[config.mk]
export PLATFORM = sky130hd
export DESIGN_NAME = renas_mem_master
export DESIGN_NICKNAME = d
export VERILOG_FILES = /design/src/rtl/renas_mem_master.sv
export SDC_FILE = /design/constraint.sdc
export NUM_CORES = 1
export LEC_CHECK = 0
export ABC_AREA = 1
export CAP_MARGIN = 20
export CORE_AREA = 4 4 130 119
export DETAILED_ROUTE_END_ITERATION = 8
export DIE_AREA = 0 0 134 123
export PLACE_DENSITY = 0.79
export SLEW_MARGIN = 25
export SYNTH_ARGS = -nofsm -noshare
export SYNTH_HDL_FRONTEND = slang
export SYNTH_SLANG_ARGS = --single-unit
export TNS_END_PERCENT = 100
[constraint.sdc]
create_clock -name clk_l2 -period 1.62 [get_ports clk_l2]
set_input_delay 0.324 -clock clk_l2 [delete_from_list [all_inputs] [get_ports clk_l2]]
set_output_delay 0.324 -clock clk_l2 [all_outputs]
set_load 0.05 [all_outputs]
[src/rtl/renas_mem_master.sv]
// renas_mem_master: AHB initiator for the clk_l2 domain.
// Turns a simple CPU/cache request into non-pipelined AHB transfers.
// An operation is a single-word read, a single-word write or a
// LINE_WORDS-beat incrementing line-fill read. Each beat holds its address
// phase until the slave answers with hreadyout=1. A per-beat watchdog aborts
// a beat that waits too long.
//
// Ports:
//   clk_l2      system clock
//   rst_n       synchronous active-low reset
//   cpu_req     request strobe, sampled only while idle
//   cpu_write   1 = write (valid with cpu_req)
//   cpu_burst   1 = line fill (ignored for writes)
//   cpu_addr    byte address, bits [1:0] ignored
//   cpu_wdata   write data, captured with cpu_req
//   cpu_busy    high while an operation is in flight
//   cpu_rvalid  one-cycle pulse per read beat, cpu_rdata valid with it
//   cpu_rlast   marks the final read beat of an operation
//   cpu_done    one-cycle pulse on successful completion
//   cpu_err     one-cycle pulse on error response or timeout
//   mem_hsel    slave select
//   mem_out     AHB master fields (haddr, htrans, hwrite, hsize, hburst, hwdata)
//   mem_in      AHB slave fields (hreadyout, hrdata, hresp)
//
// The AHB field widths come from renas_mem_pkg; DATA_LENGTH and ADDR_LENGTH
// must match them.

package renas_mem_pkg;
    localparam int AHB_ADDR_W = 32;
    localparam int AHB_DATA_W = 32;

    typedef struct packed {
        logic [AHB_ADDR_W-1:0] haddr;
        logic [1:0]            htrans;
        logic                  hwrite;
        logic [2:0]            hsize;
        logic [2:0]            hburst;
        logic [AHB_DATA_W-1:0] hwdata;
    } mas_send_type;

    typedef struct packed {
        logic                  hreadyout;
        logic [AHB_DATA_W-1:0] hrdata;
        logic                  hresp;
    } slv_send_type;
endpackage

module renas_mem_master
    import renas_mem_pkg::*;
#(
    parameter int DATA_LENGTH = AHB_DATA_W,
    parameter int ADDR_LENGTH = AHB_ADDR_W,
    parameter int LINE_WORDS  = 4,
    parameter int TIMEOUT     = 255
) (
    input  logic                   clk_l2,
    input  logic                   rst_n,
    input  logic                   cpu_req,
    input  logic                   cpu_write,
    input  logic                   cpu_burst,
    input  logic [ADDR_LENGTH-1:0] cpu_addr,
    input  logic [DATA_LENGTH-1:0] cpu_wdata,
    output logic                   cpu_busy,
    output logic                   cpu_rvalid,
    output logic [DATA_LENGTH-1:0] cpu_rdata,
    output logic                   cpu_rlast,
    output logic                   cpu_done,
    output logic                   cpu_err,
    output logic                   mem_hsel,
    output mas_send_type           mem_out,
    input  slv_send_type           mem_in
);

    localparam int CW = $clog2(TIMEOUT + 1);
    localparam int BW = $clog2(LINE_WORDS);
    localparam logic [CW-1:0] TMO_MAX   = CW'(TIMEOUT);
    localparam logic [BW-1:0] LAST_BEAT = BW'(LINE_WORDS - 1);
    localparam logic [ADDR_LENGTH-1:0] WORD_MASK = ~(ADDR_LENGTH'(3));
    localparam logic [ADDR_LENGTH-1:0] LINE_MASK = ~(ADDR_LENGTH'(LINE_WORDS * 4 - 1));
    localparam logic [2:0] BURST_CODE = (LINE_WORDS == 4) ? 3'b011 : 3'b001;
    localparam logic [1:0] HT_IDLE   = 2'b00;
    localparam logic [1:0] HT_NONSEQ = 2'b10;
    localparam logic [1:0] HT_SEQ    = 2'b11;

    typedef enum logic [1:0] {
        S_IDLE = 2'b00,
        S_ADDR = 2'b01,
        S_WAIT = 2'b10,
        S_NEXT = 2'b11
    } state_e;

    state_e                 state_q, state_d;
    logic [CW-1:0]          cnt_q, cnt_d;
    logic [BW-1:0]          beat_q, beat_d;
    logic                   write_q, write_d;
    logic                   burst_q, burst_d;
    logic                   busy_q, busy_d;
    logic                   rvalid_q, rvalid_d;
    logic [DATA_LENGTH-1:0] rdata_q, rdata_d;
    logic                   rlast_q, rlast_d;
    logic                   done_q, done_d;
    logic                   err_q, err_d;
    logic                   hsel_q, hsel_d;
    mas_send_type           mem_q, mem_d;
    logic                   last_beat_s;

    assign last_beat_s = !burst_q || (beat_q == LAST_BEAT);

    // Next-state and registered-output logic for the transfer FSM
    always_comb begin
        state_d  = state_q;
        cnt_d    = cnt_q;
        beat_d   = beat_q;
        write_d  = write_q;
        burst_d  = burst_q;
        busy_d   = busy_q;
        rvalid_d = 1'b0;
        rdata_d  = rdata_q;
        rlast_d  = 1'b0;
        done_d   = 1'b0;
        err_d    = 1'b0;
        hsel_d   = hsel_q;
        mem_d    = mem_q;

        case (state_q)
            S_IDLE: begin
                // A request coinciding with the completion pulse is dropped;
                // the CPU has to re-assert it.
                if (cpu_req && !done_q && !err_q) begin
                    write_d       = cpu_write;
                    burst_d       = cpu_burst & ~cpu_write;
                    beat_d        = '0;
                    cnt_d         = '0;
                    busy_d        = 1'b1;
                    hsel_d        = 1'b1;
                    mem_d.haddr   = (cpu_burst && !cpu_write) ? (cpu_addr & LINE_MASK)
                                                              : (cpu_addr & WORD_MASK);
                    mem_d.htrans  = HT_NONSEQ;
                    mem_d.hwrite  = cpu_write;
                    mem_d.hsize   = 3'b010;
                    mem_d.hburst  = (cpu_burst && !cpu_write) ? BURST_CODE : 3'b000;
                    mem_d.hwdata  = cpu_wdata;
                    state_d       = S_ADDR;
                end else begin
                    busy_d        = 1'b0;
                    hsel_d        = 1'b0;
                    mem_d.htrans  = HT_IDLE;
                end
            end
            S_ADDR: begin
                cnt_d   = '0;
                state_d = S_WAIT;
            end
            S_WAIT: begin
                if (mem_in.hreadyout) begin
                    if (mem_in.hresp) begin
                        err_d        = 1'b1;
                        busy_d       = 1'b0;
                        hsel_d       = 1'b0;
                        mem_d.htrans = HT_IDLE;
                        state_d      = S_IDLE;
                    end else begin
                        if (!write_q) begin
                            rvalid_d = 1'b1;
                            rdata_d  = mem_in.hrdata;
                        end else begin
                            rdata_d  = rdata_q;
                        end
                        if (last_beat_s) begin
                            rlast_d      = !write_q;
                            done_d       = 1'b1;
                            busy_d       = 1'b0;
                            hsel_d       = 1'b0;
                            mem_d.htrans = HT_IDLE;
                            state_d      = S_IDLE;
                        end else begin
                            mem_d.haddr  = mem_q.haddr + ADDR_LENGTH'(4);
                            beat_d       = beat_q + BW'(1);
                            hsel_d       = 1'b0;
                            mem_d.htrans = HT_IDLE;
                            state_d      = S_NEXT;
                        end
                    end
                end else if (cnt_q == TMO_MAX) begin
                    err_d        = 1'b1;
                    busy_d       = 1'b0;
                    hsel_d       = 1'b0;
                    mem_d.htrans = HT_IDLE;
                    state_d      = S_IDLE;
                end else begin
                    // Saturating: the TMO_MAX branch above stops the count.
                    cnt_d = cnt_q + CW'(1);
                end
            end
            S_NEXT: begin
                // One deselected cycle lets the slave drop its ack first.
                hsel_d       = 1'b1;
                mem_d.htrans = HT_SEQ;
                state_d      = S_ADDR;
            end
            default: begin
                busy_d       = 1'b0;
                hsel_d       = 1'b0;
                mem_d.htrans = HT_IDLE;
                state_d      = S_IDLE;
            end
        endcase
    end

    // State and output registers with synchronous active-low reset
    always_ff @(posedge clk_l2) begin
        if (!rst_n) begin
            state_q  <= S_IDLE;
            cnt_q    <= '0;
            beat_q   <= '0;
            write_q  <= 1'b0;
            burst_q  <= 1'b0;
            busy_q   <= 1'b0;
            rvalid_q <= 1'b0;
            rdata_q  <= '0;
            rlast_q  <= 1'b0;
            done_q   <= 1'b0;
            err_q    <= 1'b0;
            hsel_q   <= 1'b0;
            mem_q    <= '0;
        end else begin
            state_q  <= state_d;
            cnt_q    <= cnt_d;
            beat_q   <= beat_d;
            write_q  <= write_d;
            burst_q  <= burst_d;
            busy_q   <= busy_d;
            rvalid_q <= rvalid_d;
            rdata_q  <= rdata_d;
            rlast_q  <= rlast_d;
            done_q   <= done_d;
            err_q    <= err_d;
            hsel_q   <= hsel_d;
            mem_q    <= mem_d;
        end
    end

    assign cpu_busy   = busy_q;
    assign cpu_rvalid = rvalid_q;
    assign cpu_rdata  = rdata_q;
    assign cpu_rlast  = rlast_q;
    assign cpu_done   = done_q;
    assign cpu_err    = err_q;
    assign mem_hsel   = hsel_q;
    assign mem_out    = mem_q;

endmodule
======== After elaboration in Yosys (flattened, before gate mapping) ========
Index checks and enable logic that the tools add are counted.
storage, ports and cells
  flip-flop bits (word level) ............. 122
  input port bits ......................... 103
  output and inout port bits .............. 111
cells by class
  $add $sub $neg .......................... 3
  equality and inequality tests ........... 13
  mux-type cells .......................... 38
  bitwise logic cells ..................... 8
  reduce and logical (&&, ||, !) cells .... 23
operators with widths
  cell                                           count
  2-to-1 mux 32 bit                              4
  case mux 32 bit (2 select lines)               1
  adder 32 x 3 -> 32 bit, second input constant  1
  2-to-1 mux 2 bit                               12
  2-to-1 mux 8 bit                               3
  case mux 8 bit (3 select lines)                1
  != test 2 bit, second input constant           6
  2-to-1 mux 1 bit                               11
  adder 8 x 1 -> 8 bit, second input constant    1
  equality test 8 bit, second input constant     1
  case mux 2 bit (4 select lines)                1
  AND reduction 2 bit                            4
  AND reduction 4 bit                            2
  inverter 1 bit                                 7
  equality test 2 bit, second input constant     3
  case mux 2 bit (3 select lines)                1
  nonzero test 3 bit                             2
  logical NOT 1 bit                              5
  AND reduction 5 bit                            1
  OR reduction 5 bit                             1
  2-to-1 mux 4 bit                               1
  != test 4 bit, second input constant           1
  case mux 2 bit (2 select lines)                1
  OR reduction 4 bit                             1
  other kinds (11)                               13

======== Logic depth before layout (Yosys ltp) ========
  depth after elaboration ................. 6
  depth in mapped cells ................... 12
  mapped depth without buffers ............ 11

======== Least setup slack after synthesis ========
Ideal clock, no wire load.
  path kind ............................... flip-flop to flip-flop
  start point ............................. register mem_q, in the netlist mem_out[43]
  end point ............................... register mem_q, in the netlist mem_out[67]
  arrival time ............................ 1.803 ns
  setup slack ............................. -0.315 ns
  cell stages (with the launch flop) ...... 11
  buffers on the path ..................... 0
  cell sequence ........................... dfxtp_1 > ha_1 > nand2_1 > nor2_1 > nand2_1 > nor2_4 > nand2_1 > nand2_1 > nand3_1 > nand2_1 > a21oi_1
on the way
  word-level cells in the longest chain between the ends .. 5
RTL lines
  item                              line  RTL
  from (decl)                       104   mas_send_type mem_q, mem_d;
  from (signal assigned)            239   mem_q <= mem_d;
  adder 32 x 3 -> 32 bit            177   mem_d.haddr = mem_q.haddr + ADDR_LENGTH'(4);
  2-to-1 mux 32 bit                 169   if (last_beat_s) begin
  2-to-1 mux 32 bit                 156   if (mem_in.hresp) begin
  2-to-1 mux 32 bit                 155   if (mem_in.hreadyout) begin
  case mux 32 bit (2 select lines)  125   case (state_q)
No other way between the ends. The select of a mux whose other input is x is not followed.
A chain may end at the register's enable or synchronous reset.

======== Final worst setup path ========
  start point ............................. register state_q[0]
  end point ............................... register mem_q, in the netlist mem_out[70]
on the way
  word-level cells in the longest chain between the ends .. 3
RTL lines
  item                                                                         line  RTL
  from (decl)                                                                  92    state_e state_q, state_d;
  from (signal assigned)                                                       227   state_q <= state_d;
  equality test 2 bit / logical NOT 2 bit (equally long branches)              125
  != test 2 bit (no source line) / nonzero test 2 bit (equally long branches)  --
  AND reduction 5 bit (no source line)                                         --
Parallel ways exist; a longest one is shown, timed or not.

==> impl_metrics.toml <==
[status]
outcome = "finished clean"

[critical_path]
reg2reg_to = "mem_out[70]$_SDFFE_PN0P_"
slowest_delay_ps = 320
end_kind = "flop"
worstPathCellList = "inv_2 -> ha_4 -> nand2_4 -> nor3_4 -> nand2_2 -> nand2_4 -> inv_6 -> clkbuf_16 -> nor2_4 -> nand2_2 -> a21oi_2"
r2r_slack_ps = 9
slowest_stage = "dfxtp_2"
startpoint = "state_q[0]$_SDFFE_PN0P_"
timing.rr.start = "state_q[0]$_SDFFE_PN0P_"
worstPathArrival_ps = 1960
rr_worst_depth = 11
crit_fanout = 8
endpoint = "mem_out[70]$_SDFFE_PN0P_"
cp-start-kind = "flop"
crit_type = "flop to flop"
cp_data_required_time_ps = 1970

[placement]
pre_cts_ws_ps = -353
io_buffers = 206
placed_area_um2 = 8110
dp_hpwl_um = 13200
gp_congestion = 0.882

[cts]
clk_pin_slew_ps = 60
cts_sinks = 116
htree_levels = 4
holdBufCountCts = 0
ctsLongestPathBuffers = 2
cts-root-buf = "clkbuf_16"
cts_tree = "yes"
cts_made_buffers = 17
insertion_delay_ps = 420

[job]
maxCapViolations = 0

[synthesis]
syn_area_um2 = 5560
netlist_instances = 835
synth-main-ff-cell = "dfxtp_1"
yosysSeqAreaShare_pct = 41.8
synth-seq-cells = 116
avgSynthCellArea_um2 = 6.65
ys_types = 35
yosys.area.top_type = "dfxtp_1"
synth_most_common_cell = "nor2_1"
synth_common_cells = "nor2_1 (215), nand2_1 (175), dfxtp_1 (116)"
async_flop_share_pct = 0
synth.area.top_cells = "dfxtp_1 (42%), nor2_1 (15%), nand2_1 (12%)"
yosys_warnings = 0
synth_edf_count = 0
yosys.area.top_type_share_pct = 41.8

[sta]
skew_ps = 6.24
rsz0062_at_grt = "true"
drv_slew = 0
hold_violations = 0
setup_violations = 0
clock.fmax_mhz = 621
fin_ws_ps = 9.26
post-route-period-util_pct = 99.4
period_needed_ps = 1610

[power]
ir_worst_vdd_mv = 1.25
power_w = 0.0147
power_switching_w = 0.00642
powerDensity_nw_per_um2 = 1630
clkPwrFrac_pct = 24.1
p_int_w = 0.00828
p_sw_share_pct = 43.7
leakage_nw = 3.83
p_seq_share_pct = 27.2
pwr-share-comb_pct = 48.7

[floorplanning]
die_x_um = 134
design.core.area_um2 = 14000
die_h_um = 123
io_pins = 214
start_util_pct = 39.7
die-area_um2 = 16500
rows = 41

[global_routing]
grt_pass1_vias = 6042
grt_pass1_wl_um = 28800
grt_max_degree = 77
antenna_found_initial = 0
grt_use_total_pct = 21.8
grt_overflow = 0

[finish]
seq_area_um2 = 2350
antenna_cells = 0
fill_cells = 1161
multi_input_area_um2 = 3060
finalNetCount = 1186
finalInstanceArea_um2 = 9010
drive_gt1_share_pct = 26.5
syn2layout_area_growth_pct = 62.1

[detailed_routing]
ant_nets = 0
via_count = 6245
drt-total-wl_um = 18600
dr.pass1.iters = 5
drtIter0Drc = 506
drc = 0
detail_route.wl_per_cell_um = 14.6
via_per_inst = 4.88

[hold_path]
holdCritPathClass = "input port to flop"
-- metal layers --
metal	vias to the layer above	track usage, %	wire length [um]
li1	3137	-	-
met1	2827	25.5	7570
met2	243	36.1	8770
met3	38	8.87	1880
met4	0	7.97	430
met5	-	0	0
-- state kept, by name, summed over array words and instances (netlist names) --
signal,cells
cpu_rdata,32
cpu_done,1
cpu_err,1
cpu_busy,1
state_q,2
beat_q,2
cpu_rvalid,1
mem_out,66
cnt_q,8
mem_hsel,1
cpu_rlast,1
-- layout by cell type, fill, tap and decap left out, types with 17 or more instances in the layout --
| cell type | synthesis | layout |
|---|---|---|
| o21ai_0 | 99 | 90 |
| a21oi_1 | 44 | 35 |
| dfxtp_2 | 0 | 17 |
| clkdlybuf4s50_1 | 0 | 99 |
| dfxtp_1 | 116 | 97 |
| buf_4 | 10 | 130 |
| clkbuf_16 | 0 | 19 |
| nand2_1 | 175 | 162 |
| buf_12 | 0 | 27 |
| inv_1 | 46 | 42 |
| nand3_1 | 29 | 28 |
| nor2_1 | 215 | 201 |
-- worst min path at each step --
stage / startpoint / endpoint / slack [ps] / cells past startpoint
6_report: rst_n / cpu_rvalid$_SDFF_PP0_ / 270 / 3
5_1_grt: rst_n / cpu_rvalid$_SDFF_PP0_ / 280 / 3
4_1_cts: rst_n / cpu_rvalid$_SDFF_PP0_ / 260 / 3
3_5_place_dp: beat_q[1]$_SDFFE_PN0P_ / beat_q[1]$_SDFFE_PN0P_ / 460 / 2
3_3_place_gp: cpu_busy$_SDFFE_PN0P_ / cpu_busy$_SDFFE_PN0P_ / 450 / 2
2_1_floorplan: mem_in[0] / cpu_done$_SDFF_PP0_ / 400 / 1
-- power groups by stage --
| stage | logic, W | registers [W] | clock network (W) |
|---|---|---|---|
| global placement | 0.00654 | 0.00399 | 0 |
| global route | 0.00765 | 0.00408 | 0.00373 |
| detailed placement | 0.00663 | 0.00401 | 0 |
| CTS | 0.00671 | 0.00396 | 0.00361 |
| finish | 0.00715 | 0.00400 | 0.00355 |
| floorplan | 0.00217 | 0.00584 | 0 |
-- stage by stage --
stage               instances  TNS (ps)  utilization [%]  hold WS [ps]
finish                   1280         0             64.3           272
global route             1280      -960             64.3           281
CTS                      1274     -20.2             62.1           260
detailed placement       1242    -24350             57.9           465
global placement         1242    -18930             57.9           451
floorplan                 839         0                -           401
-- final cells by class --
class                      instances  share of cell area, %
sequential                       116                   26.1
tap                              193                   2.68
clock inverter                    12                   1.06
timing repair buffer             263                   28.9
clock buffer                      20                   5.18
multi-input combinational        627                   33.9
inverter                          49                   2.10
-- cell families (layout without fill, tap and decap cells) --
logic type	after synthesis	count (layout)	share of synthesized area [%]
AO/OA/AOI/OAI	151	151	13.9
XOR/XNOR	5	5	0.788
adder cells (fa/ha/maj)	9	9	2.03
buffers and inverters	97	344	7.86
flip-flops	116	116	41.8
other	1	5	0.0675
AND/OR/NAND/NOR	456	457	33.5
-- timing repair --
| item | CTS | global route |
|---|---|---|
| resized for setup | 12 | 74 |
| setup endpoints to repair | 30 | 106 |
| gates cloned | 0 | 3 |
| pin swaps | 3 | 24 |
| buffers inserted | 0 | 3 |
-- worst max-delay path: cells and delay by family, from the launching register on --
kind,cells,cell delay [ps]
adders and majority gates,1,150
and+or+nand+nor,6,630
DFF,1,320
buffers and inverters,3,300
AOI/OAI and AO/OA,1,120
Note: power is estimated with default switching activity, not from simulation.
